`config.mk`:
```
export PLATFORM = sky130hd
export DESIGN_NAME = lfsr_sequencer
export DESIGN_NICKNAME = d
export VERILOG_FILES = /design/src/rtl/lfsr_sequencer.sv
export SDC_FILE = /design/constraint.sdc
export NUM_CORES = 1
export LEC_CHECK = 0
export ABC_AREA = 0
export ABC_CLOCK_PERIOD_IN_PS = 1450
export BUFFER_PORTS_ARGS = -buffer_cell sky130_fd_sc_hd__buf_4
export CORE_MARGIN = 2
export CORE_UTILIZATION = 50
export DETAILED_ROUTE_END_ITERATION = 10
export PLACE_DENSITY_LB_ADDON = 0.12
export SYNTH_ARGS = -nofsm -noshare
export SYNTH_HDL_FRONTEND = slang
export SYNTH_SLANG_ARGS = --single-unit
```
`constraint.sdc`:
```
create_clock -name clk -period 1.45 [get_ports clk]
set_input_delay 0.29 -clock clk [delete_from_list [all_inputs] [get_ports clk]]
set_output_delay 0.29 -clock clk [all_outputs]
set_load 0.005 [all_outputs]
```
`src/rtl/lfsr_sequencer.sv`:
```
// Parametrised Fibonacci/Galois LFSR engine with a start/busy/done handshake.
// A run first scans the tap mask serially to count taps, then advances the register a programmed number of times.
module lfsr_sequencer #(
  parameter int              WIDTH        = 8,
  parameter int              CNT_W        = 8,
  parameter logic [WIDTH-1:0] SEED_DEFAULT = {{(WIDTH-1){1'b0}}, 1'b1}
) (
  input  logic                         clk,
  input  logic                         rst,
  input  logic                         start,
  input  logic                         seed_load,
  input  logic [WIDTH-1:0]             seed,
  input  logic [WIDTH-1:0]             tap_mask,
  input  logic [CNT_W-1:0]             steps,
  input  logic                         mode,
  output logic [WIDTH-1:0]             value,
  output logic                         busy,
  output logic                         done,
  output logic                         err,
  output logic [$clog2(WIDTH+1)-1:0]   tap_count,
  output logic [CNT_W-1:0]             steps_done
);

  localparam int TCW = $clog2(WIDTH+1);
  localparam logic [TCW-1:0]   TC_ONE    = {{(TCW-1){1'b0}}, 1'b1};
  localparam logic [TCW-1:0]   SCAN_LAST = TCW'(WIDTH-1);
  localparam logic [CNT_W-1:0] CNT_ONE   = {{(CNT_W-1){1'b0}}, 1'b1};

  typedef enum logic [1:0] {
    IDLE = 2'd0,
    SCAN = 2'd1,
    RUN  = 2'd2,
    DONE = 2'd3
  } state_t;

  state_t            state_q, state_d;
  logic [WIDTH-1:0]  value_q, value_d;
  logic              busy_q, busy_d;
  logic              done_q, done_d;
  logic              err_q, err_d;
  logic [TCW-1:0]    tap_count_q, tap_count_d;
  logic [CNT_W-1:0]  steps_done_q, steps_done_d;
  logic [WIDTH-1:0]  mask_q, mask_d;
  logic [WIDTH-1:0]  scan_mask_q, scan_mask_d;
  logic [CNT_W-1:0]  steps_q, steps_d;
  logic              mode_q, mode_d;
  logic [TCW-1:0]    tap_cnt_q, tap_cnt_d;
  logic [TCW-1:0]    scan_cnt_q, scan_cnt_d;
  logic [CNT_W-1:0]  steps_next_s;

  function automatic logic [WIDTH-1:0] lfsr_step(input logic [WIDTH-1:0] v,
                                                 input logic [WIDTH-1:0] m,
                                                 input logic             galois);
    if (galois) begin
      lfsr_step = {v[WIDTH-2:0], 1'b0} ^ ({WIDTH{v[WIDTH-1]}} & m);
    end else begin
      lfsr_step = {v[WIDTH-2:0], ^(v & m)};
    end
  endfunction

  // Next-state and registered-output computation for the run sequencer.
  always_comb begin
    state_d      = state_q;
    value_d      = value_q;
    busy_d       = busy_q;
    done_d       = 1'b0;
    err_d        = err_q;
    tap_count_d  = tap_count_q;
    steps_done_d = steps_done_q;
    mask_d       = mask_q;
    scan_mask_d  = scan_mask_q;
    steps_d      = steps_q;
    mode_d       = mode_q;
    tap_cnt_d    = tap_cnt_q;
    scan_cnt_d   = scan_cnt_q;
    steps_next_s = steps_done_q + CNT_ONE;

    case (state_q)
      IDLE: begin
        // The cycle showing the done pulse still belongs to the finished run.
        if (!done_q) begin
          if (seed_load) begin
            value_d = seed;
          end else begin
            value_d = value_q;
          end
          if (start) begin
            mask_d       = tap_mask;
            scan_mask_d  = tap_mask;
            steps_d      = steps;
            mode_d       = mode;
            err_d        = 1'b0;
            steps_done_d = {CNT_W{1'b0}};
            tap_cnt_d    = {TCW{1'b0}};
            scan_cnt_d   = {TCW{1'b0}};
            busy_d       = 1'b1;
            state_d      = SCAN;
          end else begin
            state_d = IDLE;
          end
        end else begin
          state_d = IDLE;
        end
      end

      SCAN: begin
        scan_mask_d = scan_mask_q >> 1;
        tap_cnt_d   = tap_cnt_q + {{(TCW-1){1'b0}}, scan_mask_q[0]};
        scan_cnt_d  = scan_cnt_q + TC_ONE;
        if (scan_cnt_q == SCAN_LAST) begin
          tap_count_d = tap_cnt_d;
          if ((tap_cnt_d == {TCW{1'b0}}) || (value_q == {WIDTH{1'b0}})) begin
            err_d   = 1'b1;
            state_d = DONE;
          end else if (steps_q == {CNT_W{1'b0}}) begin
            state_d = DONE;
          end else begin
            state_d = RUN;
          end
        end else begin
          state_d = SCAN;
        end
      end

      RUN: begin
        value_d      = lfsr_step(value_q, mask_q, mode_q);
        steps_done_d = steps_next_s;
        if (steps_next_s == steps_q) begin
          state_d = DONE;
        end else begin
          state_d = RUN;
        end
      end

      DONE: begin
        busy_d  = 1'b0;
        done_d  = 1'b1;
        state_d = IDLE;
      end

      default: begin
        busy_d  = 1'b0;
        state_d = IDLE;
      end
    endcase
  end

  // State and output registers with synchronous reset.
  always_ff @(posedge clk) begin
    if (rst) begin
      state_q      <= IDLE;
      value_q      <= SEED_DEFAULT;
      busy_q       <= 1'b0;
      done_q       <= 1'b0;
      err_q        <= 1'b0;
      tap_count_q  <= {TCW{1'b0}};
      steps_done_q <= {CNT_W{1'b0}};
      mask_q       <= {WIDTH{1'b0}};
      scan_mask_q  <= {WIDTH{1'b0}};
      steps_q      <= {CNT_W{1'b0}};
      mode_q       <= 1'b0;
      tap_cnt_q    <= {TCW{1'b0}};
      scan_cnt_q   <= {TCW{1'b0}};
    end else begin
      state_q      <= state_d;
      value_q      <= value_d;
      busy_q       <= busy_d;
      done_q       <= done_d;
      err_q        <= err_d;
      tap_count_q  <= tap_count_d;
      steps_done_q <= steps_done_d;
      mask_q       <= mask_d;
      scan_mask_q  <= scan_mask_d;
      steps_q      <= steps_d;
      mode_q       <= mode_d;
      tap_cnt_q    <= tap_cnt_d;
      scan_cnt_q   <= scan_cnt_d;
    end
  end

  assign value      = value_q;
  assign busy       = busy_q;
  assign done       = done_q;
  assign err        = err_q;
  assign tap_count  = tap_count_q;
  assign steps_done = steps_done_q;

endmodule

```
==> flow_summary.json, run 1 <==
{
  "fillerInstances": 447,
  "hold_violations": 0,
  "vias": 2709,
  "setup_slack_ps": -50.47,
  "clk_pin_slew_ps": 70,
  "utilization_pct": 70.14,
  "syn_inst": 352,
  "slew_viol_final": 0,
  "seq_area_frac_synth_pct": 41.61,
  "path_max_fanout": 2,
  "setup_violations": 1,
  "core_area_um2": 5439,
  "worstSetupStartpointType": "register",
  "muxShareOfSynthArea_pct": 1.614,
  "grt-ovfl-total": 0,
  "grt_pass1_wl_um": 12040,
  "netlist.area_leader.share_pct": 41.61,
  "yosys_register_bits": 58,
  "synth_xor_area_share_pct": 8.161,
  "ant_nets": 0,
  "num_antenna_cells": 0,
  "cap_viol_max_count": 0,
  "synth_area_leaders": "dfxtp_1 42%, nand2_1 8.9%, a21oi_1 7.2%",
  "synth_flop_cell": "dfxtp_1",
  "fin_crit_ps": 1500,
  "gp_congestion": 0.8823,
  "avgRoutedWirePerCell_um": 14.03,
  "peakVddDrop_uv": 915.3,
  "grt_antenna_before_repair": 0,
  "fin_area_um2": 3815,
  "fin_skew_ps": 5.970,
  "seqCellArea_um2": 1167,
  "rsz0062_at_grt": "yes",
  "drtPass1Iterations": 4,
  "tightest_slew_ps": 339.8,
  "clkLatencyLatePin_ps": 330,
  "synth_warnings": 0,
  "yosysMostFrequentCell": "nand2_1",
  "clock_path_buffers": 2,
  "setup.worst_path.class": "register to register",
  "yosys.area_share.simple_pct": 24.75,
  "track_usage_pct": 24.65,
  "endpoint_kind": "register",
  "critical_path_arrival_ps": 1750,
  "cts_root_buf": "clkbuf_8",
  "placed_cell_area_um2": 3502,
  "pwr_density_cell_nw_per_um2": 1014,
  "synth_compound_area_share_pct": 18.12,
  "relSlewSlack_pct": 77.32,
  "chipWidth_um": 78.70,
  "p_leak_nw": 1.558,
  "synth_edf_count": 0,
  "hp-class": "primary input to register",
  "cts_tree": "built",
  "finalCritPeriodShare_pct": 103.5,
  "grt_start_max_net_pins": 27,
  "yosys.area.top_type": "dfxtp_1",
  "synthAdderAreaFrac_pct": 1.794,
  "drt-initial-drc-count": 168,
  "failed_checks": "negative setup slack",
  "drive_gt1_share_pct": 29.26,
  "cts_buffers": 9,
  "htree_levels": 3,
  "grt_pass1_vias": 2595,
  "io_buffers": 51,
  "start_util_pct": 51.30,
  "fin_nets": 462,
  "rows": 27,
  "synth_top_family_by_area": "simple AND/OR/NAND/NOR gates",
  "hpwl_um": 5149,
  "syn-num-nets": 385,
  "synth_area_um2": 2790,
  "cts_hold_buf": 0,
  "routed_wl_um": 7100,
  "worst_ep_required_time_ps": 1700,
  "multi_input_area_um2": 1634,
  "finalSetupTns_ps": -50.47,
  "synth.distinct_cells": 42,
  "status": "complete, but fails checks",
  "async_flop_share_pct": 0,
  "yosys-top-cells-count": "66 x nand2_1, 58 x dfxtp_1, 45 x nor2_1, 40 x a21oi_1, 16 x xor2_1",
  "area_delta_synth_final_pct": 36.73,
  "drc_errors": 0,
  "maxClockFrequency_mhz": 666.5,
  "ioPinCount": 52,
  "numClockSinks": 58,
  "syn_avg_cell_area_um2": 7.927,
  "die_area_um2": 6194,
  "die_h_um": 78.70,
  "vias_per_cell": 5.354
}
-- cells by family (layout without fill, tap and decap cells) --
logic type,count (synthesis),after routing
buffers and inverters,26,108
flip-flops,58,58
XOR/XNOR,26,26
adder cells (fa/ha/maj),4,4
AND/OR/NAND/NOR,155,155
multiplexers,4,4
AO/OA/AOI/OAI,79,79
-- metal layers --
metal	share of wire [%]	global-route usage [%]
met1	46	31.27
met2	48	40.68
met3	5.1	6.705
met4	1.2	8.070
met5	0	0
-- placed cells by master (no fill, tap or decap), types with 7 or more instances in the layout --
master     n
xnor2_1    9
o21ai_0    7
buf_4     87
nand2_1   66
nand3_1   12
a311oi_1   7
clkbuf_8  10
xor2_1    15
dfxtp_1   53
nor2_1    44
a21oi_1   40
a211oi_1   9
-- what timing repair did --
action                                  CTS  global route
endpoints found under the setup margin    3            13
hold endpoints to repair                  0             0
buffers inserted                          0             2
resized for setup                         6            11
pin swaps                                 2             4
-- sequential cells by signal, indices dropped and copies added, names as in the netlist, named ones only --
signal / cells
steps_q: 8
busy: 1
done: 1
state_q: 1
err: 1
scan_cnt_q: 4
scan_mask_q: 8
tap_cnt_q: 4
tap_count: 4
steps_done: 8
value: 8
mask_q: 8
mode_q: 1
-- final timing paths --
check                                               start                 endpoint  slack, ps  depth (start not counted)
worst min register to register          busy$_SDFFE_PP0P_        busy$_SDFFE_PP0P_        460                          2
worst max-delay path            tap_cnt_q[0]$_SDFFE_PP0P_    state_q[0]$_SDFF_PP0_        -50                          6
worst min-delay path                             steps[5]  steps_q[5]$_SDFFE_PP0P_        210                          3
worst max register to register  tap_cnt_q[0]$_SDFFE_PP0P_    state_q[0]$_SDFF_PP0_        -50                          6
-- report_power, final --
group / total [mW] / internal, mW / leakage, nW / switching (mW)
sequential: 1.75 / 1.67 / 0.476 / 0.0743
clock: 1.64 / 1.01 / 0.109 / 0.629
combinational: 0.485 / 0.242 / 0.973 / 0.243
total: 3.87 / 2.92 / 1.56 / 0.946
-- area by class of cell --
cell class                 instances  area share [%]
timing repair buffer              89           18.17
multi-input combinational        268           42.83
clock buffer                      11           3.706
inverter                           3          0.2952
tap                               72           2.361
clock inverter                     5           2.033
sequential                        58           30.60
-- per-stage QoR --
step / power, mW / hold WS [ps] / instances / worst slack, ps
floorplan: 2.035 / 426.0 / 352 / -47.04
global placement: 2.232 / 445.7 / 488 / -142.1
detailed placement: 2.241 / 452.3 / 488 / -215.2
CTS: 3.895 / 197.8 / 504 / -62.42
global route: 4.024 / 204.3 / 506 / -191.7
finish: 3.867 / 206.7 / 506 / -50.47
-- critical path, stage by stage (launching register included) --
cell and delay [ps]:
dfxtp_2 350, ha_4 170, nand3_4 100, xnor2_4 160, o41ai_4 360, a2111oi_2 60
o32ai_1 210
(Power assumes the default switching activity.)
==> run 2, diff against run 1 <==
ABC_AREA = 1   (was 0)
PLACE_DENSITY = 0.75   (was not set)
PLACE_DENSITY_LB_ADDON = not set   (was 0.12)
==> run 2 against run 1 <==
The flow now finishes without violations. Wire length up 5.5%. Sequential cell count unchanged. Clock skew about the same. Sequential share of layout area up 0.054 points. Die area up 6.1%. Critical endpoint unchanged. Largest cell class unchanged. Highest routed layer unchanged.
==> flow_summary.json, run 2 <==
{
  "hp-class": "primary input to register",
  "area_delta_synth_final_pct": 28.95,
  "gp_congestion": 0.9264,
  "grt-ovfl-total": 0,
  "finalCritPeriodShare_pct": 94.10,
  "grt_pass1_wl_um": 12230,
  "cts_root_buf": "clkbuf_8",
  "dp_slack_ps": -32.57,
  "utilization_pct": 65.83,
  "worstSetupStartpointType": "register",
  "path_common_cell": "nand2_1",
  "clkLatencyLatePin_ps": 340,
  "track_usage_pct": 24.09,
  "synth_area_leaders": "dfxtp_1 39%, nand2_1 14%, nand3_1 7.1%",
  "synth_flop_cell": "dfxtp_1",
  "cts_tree": "built",
  "netlist.area_leader.share_pct": 39.11,
  "fin_crit_ps": 1364,
  "synth.distinct_cells": 34,
  "cpPeakStageDelay_ps": 360,
  "slowest_stage": "dfxtp_4",
  "grt_pass1_vias": 2752,
  "grt_start_max_net_pins": 31,
  "htree_levels": 3,
  "seq_area_frac_synth_pct": 39.11,
  "setup.worst_path.class": "register to register",
  "reg2reg_to": "state_q[0]$_SDFF_PP0_",
  "crit_end": "state_q[0]$_SDFF_PP0_",
  "setup_slack_ps": 85.52,
  "clk_pin_slew_ps": 70,
  "yosys-top-cells-count": "110 x nand2_1, 58 x dfxtp_1, 48 x nor2_1, 42 x nand3_1, 37 x a21oi_1",
  "async_flop_share_pct": 0,
  "syn_inst": 433,
  "avgRoutedWirePerCell_um": 12.98,
  "path_cells": "ha_4, inv_2, a21oi_2, nand2_1, nor2_2, nand3_1, nor2_1, nand2_1, a21oi_1",
  "cts_buffers": 9,
  "syn_avg_cell_area_um2": 6.857,
  "fillerInstances": 531,
  "mostFrequentLayoutCell": "nand2_1",
  "numClockSinks": 58,
  "rsz0062_at_grt": "yes",
  "p_leak_nw": 1.618,
  "ioPinCount": 52,
  "rows": 28,
  "critical_path_arrival_ps": 1640,
  "vias": 3022,
  "peakVddDrop_uv": 812.2,
  "drc_errors": 0,
  "status": "finished, final reports clean",
  "vias_per_cell": 5.237,
  "layout.cells.most_common_list": "108 x nand2_1, 68 x buf_4, 50 x dfxtp_1",
  "hpwl_um": 5262,
  "synth_warnings": 0,
  "synth_edf_count": 0,
  "syn-num-nets": 466,
  "core_area_um2": 5816,
  "worst_ep_required_time_ps": 1730,
  "grt_antenna_before_repair": 0,
  "r2r_cells": 9,
  "finalSetupTns_ps": 0,
  "setup_violations": 0,
  "yosys_register_bits": 58,
  "yosysMostFrequentCell": "nand2_1",
  "clock_path_buffers": 2,
  "chipWidth_um": 81.06,
  "io_buffers": 51,
  "p_total_mw": 3.774,
  "fin_skew_ps": 6.054,
  "critPathLaunch": "steps_done[1]$_SDFFE_PP0P_",
  "hold_violations": 0,
  "ant_nets": 0,
  "fin_nets": 532,
  "path_max_fanout": 4,
  "drive_gt1_share_pct": 24.90,
  "r2r_slack_ps": 90,
  "drtPass1Iterations": 4,
  "start_util_pct": 51.05,
  "pwr_density_cell_nw_per_um2": 985.7,
  "tightest_slew_ps": 317.4,
  "cts_hold_buf": 0,
  "maxClockFrequency_mhz": 732.9,
  "synth_area_um2": 2969,
  "die_area_um2": 6571,
  "endpoint_kind": "register",
  "reg2reg_from": "steps_done[1]$_SDFFE_PP0P_",
  "routed_wl_um": 7492,
  "num_antenna_cells": 0,
  "slew_viol_final": 0,
  "relSlewSlack_pct": 78.84,
  "yosys.area.top_type": "dfxtp_1",
  "cap_viol_max_count": 0,
  "die_h_um": 81.06,
  "drt-initial-drc-count": 119,
  "holdWs_ps": 184.9
}
-- run 2: per-stage QoR --
step | area (µm²) | instances
after global routing | 3829 | 577
after CTS | 3736 | 577
after global placement | 3531 | 563
after detailed placement | 3531 | 563
after floorplan | 2969 | 433
final | 3829 | 577
-- run 2: how the worst min path moves through the flow --
| stage | start | slack (ps) | cells past startpoint | to |
|---|---|---|---|---|
| after floorplan | tap_mask[0] | 420 | 2 | mask_q[0]$_SDFFE_PP0P_ |
| after detailed placement | tap_cnt_q[0]$_SDFFE_PP0P_ | 460 | 2 | tap_cnt_q[0]$_SDFFE_PP0P_ |
| after global routing | tap_mask[3] | 200 | 3 | mask_q[3]$_SDFFE_PP0P_ |
| final | tap_mask[4] | 180 | 3 | mask_q[4]$_SDFFE_PP0P_ |
| after CTS | tap_mask[5] | 180 | 3 | mask_q[5]$_SDFFE_PP0P_ |
| after global placement | tap_cnt_q[0]$_SDFFE_PP0P_ | 450 | 2 | tap_cnt_q[0]$_SDFFE_PP0P_ |
-- run 2: cell families (layout without fill, tap and decap cells) --
kind of cell             Yosys count  in the layout  synth area share [%]
AO/OA/AOI/OAI                     85             85                 15.76
buffers and inverters             52            121                 7.248
adder cells (fa/ha/maj)            4              4                 1.686
AND/OR/NAND/NOR                  219            219                 31.77
XOR/XNOR                          15             15                 4.425
flip-flops                        58             58                 39.11
-- run 2: final cells by class --
| class | count | area, µm² | area share [%] |
|---|---|---|---|
| clock buffers | 11 | 151.4 | 3.954 |
| clock inverters | 3 | 40.04 | 1.046 |
| inverters | 36 | 145.1 | 3.791 |
| multi-input cells | 323 | 1672 | 43.66 |
| flip-flops and latches | 58 | 1174 | 30.65 |
| well taps | 75 | 93.84 | 2.451 |
| repair buffers | 71 | 553.0 | 14.44 |
-- run 2: layer usage --
layer / vias to the layer above / track usage, % / routed length [µm]
li1: 1546 / - / -
met1: 1378 / 31.34 / 3449
met2: 79 / 38.18 / 3507
met3: 19 / 4.000 / 354
met4: 0 / 12.88 / 180
met5: - / 0 / 0
-- run 2: critical path, delay by kind of cell, from the launching register on --
family / cells / cell delay, ps
adders and majority gates: 1 / 270
DFF: 1 / 360
and+or+nand+nor: 5 / 380
AOI/OAI and AO/OA: 2 / 230
buffers and inverters: 1 / 40
-- run 2: timing repair --
item	4_1_cts	5_1_grt
setup buffers	0	0
pin swaps	0	0
gates resized for setup	5	30
gates cloned	0	0
endpoints found under the setup margin	4	29
endpoints found under the hold margin	0	0
-- run 2: power breakdown --
part / leakage (nW) / total, mW / switching [mW] / internal, mW
logic: 1.04 / 0.514 / 0.289 / 0.225
clock network: 0.101 / 1.50 / 0.641 / 0.862
registers: 0.479 / 1.76 / 0.0758 / 1.68
total: 1.62 / 3.77 / 1.01 / 2.77
